<file path="src/rtl/quadrature_decoder_if.sv">
`default_nettype none
// ============================================================================
//  Module   : quadrature_decoder_if
//  Purpose  : Bundles the control, encoder-pin and result signals of the
//             quadrature decoder so they travel as a single port.
//  Ports    : enable, clear, error_clr  - decoder controls
//             quad_a, quad_b            - raw encoder channels (async to clk)
//             step, dir, count, error   - decoded step stream and status
//  Modports : master - the side driving controls/pins (e.g. a host or bench)
//             slave  - the decoder itself
//  Revision : 1.0 - initial release
// ============================================================================
interface quadrature_decoder_if #(
  parameter int WIDTH = 4
);
  logic             enable;
  logic             clear;
  logic             error_clr;
  logic             quad_a;
  logic             quad_b;
  logic             step;
  logic             dir;
  logic [WIDTH-1:0] count;
  logic             error;

  modport master (
    output enable, clear, error_clr, quad_a, quad_b,
    input  step, dir, count, error
  );

  modport slave (
    input  enable, clear, error_clr, quad_a, quad_b,
    output step, dir, count, error
  );
endinterface
`default_nettype wire

</file>
<file path="src/rtl/quadrature_decoder.sv">
`default_nettype none
// ============================================================================
//  Module   : quadrature_decoder
//  Purpose  : Synchronizes and deglitches a two-phase quadrature encoder,
//             decodes each Gray-code transition into a one-cycle step pulse
//             plus direction, keeps a wrapping position count and raises a
//             sticky flag on illegal (both-channel) transitions.
//  Ports    : clk    - rising-edge clock
//             reset  - asynchronous, active-low reset
//             bus    - quadrature_decoder_if.slave
//                      (enable, clear, error_clr, quad_a, quad_b in;
//                       step, dir, count, error out)
//  Revision : 1.0 - initial release
// ============================================================================
module quadrature_decoder #(
  parameter int WIDTH       = 4,
  parameter int SYNC_STAGES = 2,
  parameter int FILTER_LEN  = 3
) (
  input  logic                 clk,
  input  logic                 reset,
  quadrature_decoder_if.slave  bus
);

  localparam int c_fcnt_w   = $clog2(FILTER_LEN + 1);
  localparam int c_init_len = SYNC_STAGES + FILTER_LEN;
  localparam int c_icnt_w   = $clog2(c_init_len + 1);

  localparam logic [c_fcnt_w-1:0] c_fcnt_last = c_fcnt_w'(FILTER_LEN - 1);
  localparam logic [c_icnt_w-1:0] c_icnt_last = c_icnt_w'(c_init_len - 1);

  localparam logic [0:0] c_st_init = 1'b0;
  localparam logic [0:0] c_st_run  = 1'b1;

  // Channel packing used throughout: bit 1 = A, bit 0 = B.
  logic [SYNC_STAGES-1:0][1:0] r_sync;
  logic [1:0]                  w_synced;
  logic [1:0]                  r_filt;
  logic [1:0]                  r_prev;
  logic [c_fcnt_w-1:0]         r_fcnt [2];
  logic [c_icnt_w-1:0]         r_icnt;
  logic [0:0]                  r_state;

  logic                        r_step;
  logic                        r_dir;
  logic [WIDTH-1:0]            r_count;
  logic                        r_error;

  logic [1:0]                  w_delta;
  logic                        w_run;
  logic                        w_legal;
  logic                        w_illegal;
  logic                        w_up;
  logic                        w_step_now;

  // --------------------------------------------------------------------------
  // Input synchronizer chains (both channels shift together)
  // --------------------------------------------------------------------------
  always_ff @(posedge clk or negedge reset) begin
    if (!reset) begin
      r_sync <= '0;
    end else begin
      r_sync <= {r_sync[SYNC_STAGES-2:0], {bus.quad_a, bus.quad_b}};
    end
  end

  assign w_synced = r_sync[SYNC_STAGES-1];

  // --------------------------------------------------------------------------
  // Start-up sequencer: INIT covers the time for a reset-time pin level to
  // flush through the synchronizer and filter, so the decoder starts from the
  // real pin state instead of reporting a bogus transition from 00.
  // --------------------------------------------------------------------------
  always_ff @(posedge clk or negedge reset) begin
    if (!reset) begin
      r_state <= c_st_init;
      r_icnt  <= '0;
    end else if (r_state == c_st_init) begin
      if (r_icnt == c_icnt_last) begin
        r_state <= c_st_run;
      end else begin
        r_icnt <= r_icnt + 1'b1;
      end
    end
  end

  assign w_run = (r_state == c_st_run);

  // --------------------------------------------------------------------------
  // Deglitch filter: a new synced level is accepted on the edge its run
  // length reaches FILTER_LEN; any return to the filtered level restarts it.
  // --------------------------------------------------------------------------
  always_ff @(posedge clk or negedge reset) begin
    if (!reset) begin
      r_filt <= '0;
      r_prev <= '0;
      for (int ch = 0; ch < 2; ch++) begin
        r_fcnt[ch] <= '0;
      end
    end else if (!w_run) begin
      r_filt <= w_synced;
      r_prev <= w_synced;
      for (int ch = 0; ch < 2; ch++) begin
        r_fcnt[ch] <= '0;
      end
    end else begin
      r_prev <= r_filt;
      for (int ch = 0; ch < 2; ch++) begin
        if (w_synced[ch] == r_filt[ch]) begin
          r_fcnt[ch] <= '0;
        end else if (r_fcnt[ch] == c_fcnt_last) begin
          r_fcnt[ch] <= '0;
          r_filt[ch] <= w_synced[ch];
        end else begin
          r_fcnt[ch] <= r_fcnt[ch] + 1'b1;
        end
      end
    end
  end

  // --------------------------------------------------------------------------
  // Transition decode. In the up sequence 00->10->11->01->00 the new A level
  // is always the inverse of the previous B level, which gives direction.
  // --------------------------------------------------------------------------
  assign w_delta    = r_filt ^ r_prev;
  assign w_legal    = w_run && ((w_delta == 2'b01) || (w_delta == 2'b10));
  assign w_illegal  = w_run && (w_delta == 2'b11);
  assign w_up       = r_filt[1] ^ r_prev[0];
  assign w_step_now = bus.enable && w_legal;

  always_ff @(posedge clk or negedge reset) begin
    if (!reset) begin
      r_step  <= 1'b0;
      r_dir   <= 1'b1;
      r_count <= '0;
      r_error <= 1'b0;
    end else begin
      r_step <= w_step_now;

      if (w_step_now) begin
        r_dir <= w_up;
      end

      // Clear beats a simultaneous step; step/dir above are still reported.
      if (bus.clear) begin
        r_count <= '0;
      end else if (w_step_now) begin
        r_count <= w_up ? (r_count + WIDTH'(1)) : (r_count - WIDTH'(1));
      end

      // A fresh illegal transition beats error_clr on the same edge.
      if (bus.enable && w_illegal) begin
        r_error <= 1'b1;
      end else if (bus.error_clr) begin
        r_error <= 1'b0;
      end
    end
  end

  assign bus.step  = r_step;
  assign bus.dir   = r_dir;
  assign bus.count = r_count;
  assign bus.error = r_error;

endmodule
`default_nettype wire

</file>
<file path="src/flat_wrapper.sv">
// flat-port wrapper written by rule: the top's interface ports become plain ports
module quadrature_decoder_flat 
#(
  parameter int WIDTH       = 4,
  parameter int SYNC_STAGES = 2,
  parameter int FILTER_LEN  = 3
)
  (clk, reset, bus_enable, bus_clear, bus_error_clr, bus_quad_a, bus_quad_b, bus_step, bus_dir, bus_count, bus_error);
  quadrature_decoder_if #(.WIDTH(WIDTH)) bus_i ();
  input  logic clk;
  input  logic reset;
  input wire logic [$bits(bus_i.enable)-1:0] bus_enable;
  input wire logic [$bits(bus_i.clear)-1:0] bus_clear;
  input wire logic [$bits(bus_i.error_clr)-1:0] bus_error_clr;
  input wire logic [$bits(bus_i.quad_a)-1:0] bus_quad_a;
  input wire logic [$bits(bus_i.quad_b)-1:0] bus_quad_b;
  output wire logic [$bits(bus_i.step)-1:0] bus_step;
  output wire logic [$bits(bus_i.dir)-1:0] bus_dir;
  output wire logic [$bits(bus_i.count)-1:0] bus_count;
  output wire logic [$bits(bus_i.error)-1:0] bus_error;
  assign bus_i.enable = bus_enable;
  assign bus_i.clear = bus_clear;
  assign bus_i.error_clr = bus_error_clr;
  assign bus_i.quad_a = bus_quad_a;
  assign bus_i.quad_b = bus_quad_b;
  assign bus_step = bus_i.step;
  assign bus_dir = bus_i.dir;
  assign bus_count = bus_i.count;
  assign bus_error = bus_i.error;
  quadrature_decoder #(.WIDTH(WIDTH), .SYNC_STAGES(SYNC_STAGES), .FILTER_LEN(FILTER_LEN)) u_core (.clk(clk), .reset(reset), .bus(bus_i));
endmodule
</file>
<file path="config.mk">
export PLATFORM = sky130hd
export DESIGN_NAME = quadrature_decoder_flat
export DESIGN_NICKNAME = d
export VERILOG_FILES = /design/src/rtl/quadrature_decoder_if.sv /design/src/rtl/quadrature_decoder.sv /design/src/flat_wrapper.sv
export SDC_FILE = /design/constraint.sdc
export NUM_CORES = 1
export LEC_CHECK = 0
export ABC_AREA = 0
export CORE_UTILIZATION = 59
export CTS_BUF_LIST = sky130_fd_sc_hd__clkbuf_2 sky130_fd_sc_hd__clkbuf_4 sky130_fd_sc_hd__clkbuf_8
export CTS_CLUSTER_DIAMETER = 30
export DETAILED_ROUTE_END_ITERATION = 6
export PLACE_DENSITY = 0.89
export SYNTH_ARGS = -nofsm -noshare
export SYNTH_HDL_FRONTEND = slang
export SYNTH_SLANG_ARGS = --single-unit
export TNS_END_PERCENT = 5
</file>
<file path="constraint.sdc">
create_clock -name clk -period 4.4 [get_ports clk]
set_clock_uncertainty 0.1 [all_clocks]
set_input_delay 0.88 -clock clk [delete_from_list [all_inputs] [get_ports clk]]
set_output_delay 0.88 -clock clk [all_outputs]
set_load 0.05 [all_outputs]
</file>
Word level (Yosys, flattened, before mapping)
Index checks and enable logic that the tools add are counted.
Storage, ports and cells
  bits in registers: 23
  output and inout port bits: 7
  input bits: 7
  word-level logic and storage cells: 62
Operators by class
  reductions and logical operators: 10
  multiplexer cells: 18
  equal/unequal tests: 12
  $add $sub $neg: 5
  bitwise logic cells: 4
Operators by type and width (number)
  $mux W4: 4
  $mux W2: 6
  $eq A2 B2 Y1 const B: 4
  $mux W1: 8
  $ne A2 B2 Y1 const B: 4
  $reduce_and A2 Y1: 3
  $add A2 B1 Y2 const B: 2
  $add A4 B1 Y4 const B: 1
  $logic_and A1 B1 Y1: 4
  $reduce_bool A2 Y1: 2
  $sub A4 B1 Y4 const B: 1
  $add A3 B1 Y3 const B: 1
  $eq A3 B3 Y1 const B: 1
  $eq A1 B1 Y1: 2
  $eq A2 B1 Y1 const B: 1
  $not A1 Y1: 2
  $xor A2 B2 Y2: 1
  $logic_or A1 B1 Y1: 1
  $xor A1 B1 Y1: 1

Depth between registers and ports, before layout
  depth in word-level cells: 7
  gate-level depth with buffers: 6
  depth with buffers taken out: 6

Worst setup path before layout
No wires, ideal clock.
  path type: flip-flop to flip-flop
  start: reg u_core.r_filt[1]
  end: reg u_core.r_count[3] (netlist: u_core.bus.count[3])
  stages on the path, launching flop included: 7
  library setup time: 0.077 ns
  required time: 4.223 ns
  arrival: 1.981 ns
  path buffers: 0
  setup slack: 2.241 ns
  clock period less this slack: 2.159 ns
  cells stage by stage: dfrtp_1 xnor2_1 ha_1 o21a_1 o21a_1 or4_1 a21oi_1
Between the ends
  cells in the longest elaborated chain, start to end: 6
  elaborated cells on any way between the ends: 11
  classes of those cells: eq/ne: 2; mux: 3; bitwise: 2; reduce/logical: 4
RTL lines
  from (decl): RTL line quadrature_decoder.sv:38  | logic [1:0] r_filt;
  from (signal assigned): RTL line quadrature_decoder.sv:101  | r_filt <= w_synced;
  from (signal, indexed assignment): RTL line quadrature_decoder.sv:113  | r_filt[ch] <= w_synced[ch];
  $xor A2 B2 Y2: RTL line quadrature_decoder.sv:125  | assign w_delta = r_filt ^ r_prev;
  $eq A2 B1 Y1 or $eq A2 B2 Y1 (tied branches): RTL line quadrature_decoder.sv:126  | assign w_legal = w_run && ((w_delta == 2'b01) || (w_delta == 2'b10));
  $logic_or A1 B1 Y1: RTL line quadrature_decoder.sv:126
  $logic_and A1 B1 Y1: RTL line quadrature_decoder.sv:126
  $logic_and A1 B1 Y1: RTL line quadrature_decoder.sv:129  | assign w_step_now = bus.enable && w_legal;
  $reduce_bool A2 Y1 (no source line)
  to (signal assigned): RTL line quadrature_decoder.sv:148  | r_count <= w_up ? (r_count + WIDTH'(1)) : (r_count - WIDTH'(1));
  to (decl): RTL line quadrature_decoder.sv:46  | logic [WIDTH-1:0] r_count;
Parallel ways exist; a longest one is shown, timed or not. The select of a mux whose other input is x is not followed.
A chain may end at the register's enable or synchronous reset.

Worst setup path in the final report
  start: reg u_core.r_dir (netlist: u_core.bus.dir)
  end: out bus_dir
RTL lines
  from (decl): RTL line quadrature_decoder.sv:45  | logic r_dir;
  from (signal assigned): RTL line quadrature_decoder.sv:141  | r_dir <= w_up;
  to (decl): RTL line flat_wrapper.sv:18  | output wire logic [$bits(bus_i.dir)-1:0] bus_dir;
No word-level cell between the ends.

==> summary.txt <==
Detailed routing
  • Via density: 5.682
  • DRC viols: 0
  • Via total after detailed routing: 625
  • Antenna Violating Nets Remaining: 0
  • DRT Pass-1 Iters: 3
  • Drt wl/cell: 13.23 um
  • Initial DRC Count: 7
  • Final wirelength: 1455 um

Power
  • P_leak: 0.5204 nW
  • Max VDD drop: 0.4061 mV
  • Power Dens Cells: 685.8 nW/um^2
  • Overall power: 0.7980 mW

Finish
  • N_diodes: 0
  • Fraction of layout cells with a size suffix above 1: 8.511%
  • Final core occ: 75.49%
  • Fin nets: 107
  • Post-Layout Cell Count: 110
  • Synthesis-to-layout area growth: 17.57%

Worst setup path
  • Buf+Inv Stages, Crit Path: 1
  • Worst r2r src: u_core.r_filt[1]$_DFFE_PN0P_
  • CP delay by family, top: buffers and inverters
  • Crit-path max cell delay: 0.79 ns
  • Reg-to-reg endpoint: u_core.bus.count[3]$_DFFE_PN0P_
  • Worst R2R Setup Slack: 2.01 ns
  • CP cell instances: clkdlybuf4s50_1
  • WP data required: 3.42 ns
  • Crit path DAT: 1.65 ns
  • Slowest-stage cell, CP: clkdlybuf4s50_1
  • Worst setup SP type: flop
  • Kind of critical path: flop to output pin
  • Number of cells on the worst reg-to-reg path: 6
  • CP max FO: 2
  • CP Capture Type: output pin

Floorplan
  • Rows: 14
  • IO Count: 14
  • Starting density of the core: 64.20%
  • Die height: 42.96 um
  • Core area: 1541 um^2
  • Die width: 42.96 um
  • Die area: 1845 um^2

STA
  • Setup Total Neg Slack: 0 ns
  • Relative slew slack: 34.10%
  • Final worst path period share: 59.69%
  • Final Hold Vio Count: 0
  • Setup ws final: 1.774 ns
  • Final min period: 2.626 ns
  • Final setup vio count: 0
  • Final Max Tran Viols: 0
  • Peak Freq: 380.8 MHz
  • RSZ-0062 raised after global routing: false
  • Slew @ Worst Pin: 0.9853 ns

GRT
  • All-layer global routing usage: 18.75%
  • Met1 usage: 21.80%
  • Initial antenna violation count: 0
  • M2 GR Usage: 31.52%
  • Largest net degree at the start of global routing: 24
  • First-pass GRT wire length: 2449 um
  • Gr busiest metal: met2
  • Global route overflow: 0
  • Met3 Resource Use GR: 3.830%
  • Vias in the first global route: 608

Clock tree
  • Reg clk slew, reported paths: 0.12 ns
  • Clock H-tree levels: 1
  • CTS buffer count: 3
  • CTS Buffer Depth: 2
  • Clk_lat worst skew: 0.31 ns
  • Clock root cell: clkbuf_4
  • Post-CTS Setup Bufs: 0
  • Clock sinks: 23
  • CTS tree: done
  • Post_cts resized: 0
  • Hold buffer count at CTS: 0

Synth
  • Sequential element share of the synthesized area: 58.28%
  • Register bit count reported by yosys: 23
  • Avg Synthesized Cell Area: 12.69 um^2
  • Ys flop type: dfrtp_1
  • Post-Syn Area: 989.7 um^2
  • Cells after Synth: 78
  • Synth cell count leaders: dfrtp_1, inv_1, ha_1, xor2_1, xnor2_1
  • Synth top area cells: dfrtp_1, ha_1, xor2_1, xnor2_1, inv_1
  • Distinct cells, synth: 27
  • Yosys warnings: 0
  • Synth async-reset ratio: 100.0%
  • Post-Syn Nets: 90
  • Biggest area consumer among synthesized cells: dfrtp_1
  • Synth top area share: 55.63%
  • EDFF count, synth: 0
  • Top-count cell post-synth: dfrtp_1

Placement
  • Port Buffers: 13
  • Cells after DPL: 106
  • GPL Wtd Cong: 0.6807
  • Placement Setup Slack: 1.975 ns

Hold path
  • WHS Endpoint: u_core.w_synced[1]$_DFF_PN0_
  • Hold WC Path Type: flop to flop
  • HP Start: u_core.r_sync[1]$_DFF_PN0_
  • Hold Crit Depth: 0

Run
  • Max-cap violations: 0

Outcome
  • Run status: finished clean
cells by family after synthesis:
logic type / synth area share (%)
AO/OA/AOI/OAI: 8.217
flip-flops: 58.28
adder cells (fa/ha/maj): 6.321
XOR/XNOR: 7.964
buffers and inverters: 3.413
multiplexers: 5.562
AND/OR/NAND/NOR: 10.24
where the power goes:
group	internal [mW]	switching [mW]	total, mW	leakage (nW)
clock network	0.0340	0.0617	0.0957	0.0177
logic	0.164	0.222	0.386	0.222
registers	0.272	0.0438	0.316	0.281
total	0.471	0.327	0.798	0.520
worst max-delay path by stage:
| stage | end | cells after the start | startpoint | slack [ns] |
|---|---|---|---|---|
| floorplan | u_core.bus.count[3]$_DFFE_PN0P_ | 6 | u_core.r_filt[1]$_DFFE_PN0P_ | 2.24 |
| global placement | u_core.bus.count[3]$_DFFE_PN0P_ | 4 | bus_enable | 2.02 |
| detailed placement | u_core.bus.count[3]$_DFFE_PN0P_ | 4 | bus_enable | 1.98 |
| CTS | bus_dir | 1 | u_core.bus.dir$_DFFE_PN1P_ | 1.76 |
| global route | bus_dir | 1 | u_core.bus.dir$_DFFE_PN1P_ | 1.74 |
| finish | bus_dir | 1 | u_core.bus.dir$_DFFE_PN1P_ | 1.77 |
metrics by stage:
stage / instance area (um^2) / hold WS, ns
global placement: 1136 / 0.2336
floorplan: 989.7 / 0.2312
CTS: 1164 / 0.2651
global route: 1164 / 0.2737
detailed placement: 1136 / 0.2363
finish: 1164 / 0.2623
cells in the final DEF (no fill, tap or decap), drive strengths merged, types with 2 or more instances in the layout:
cell            n
xor2            5
clkdlybuf4s50  13
mux2            4
nand3           2
o21ai           5
a21oi           3
o21a            2
clkbuf          3
nand2           3
ha              5
and4            2
xnor2           4
dfrtp          22
nor2            2
inv             8
routing by layer:
metal	vias up	wire length [um]
met3	5	55
met4	0	37
li1	303	-
met5	-	0
met2	15	743
met1	302	617
cell type report:
type                            count  area [um^2]
Timing Repair Buffer               13        130.1
Clock inverter                      1        5.005
Sequential cell                    23        576.8
Inverter                            8        30.03
Tap cell                           16        20.02
Clock buffer                        3        22.52
Multi-Input combinational cell     46        379.1
Fill cell                         108        377.9
sequential cells by signal, summed over array words and instances (netlist names):
| register | cells |
|---|---|
| u_core.r_icnt | 3 |
| u_core.r_sync | 2 |
| u_core.r_fcnt | 4 |
| u_core.r_filt | 2 |
| u_core.bus.step | 1 |
| u_core.r_prev | 2 |
| u_core.bus.dir | 1 |
| u_core.w_synced | 2 |
| u_core.r_state | 1 |
| u_core.bus.count | 4 |
| u_core.bus.error | 1 |
No activity file was read; power rests on OpenSTA's default activity.
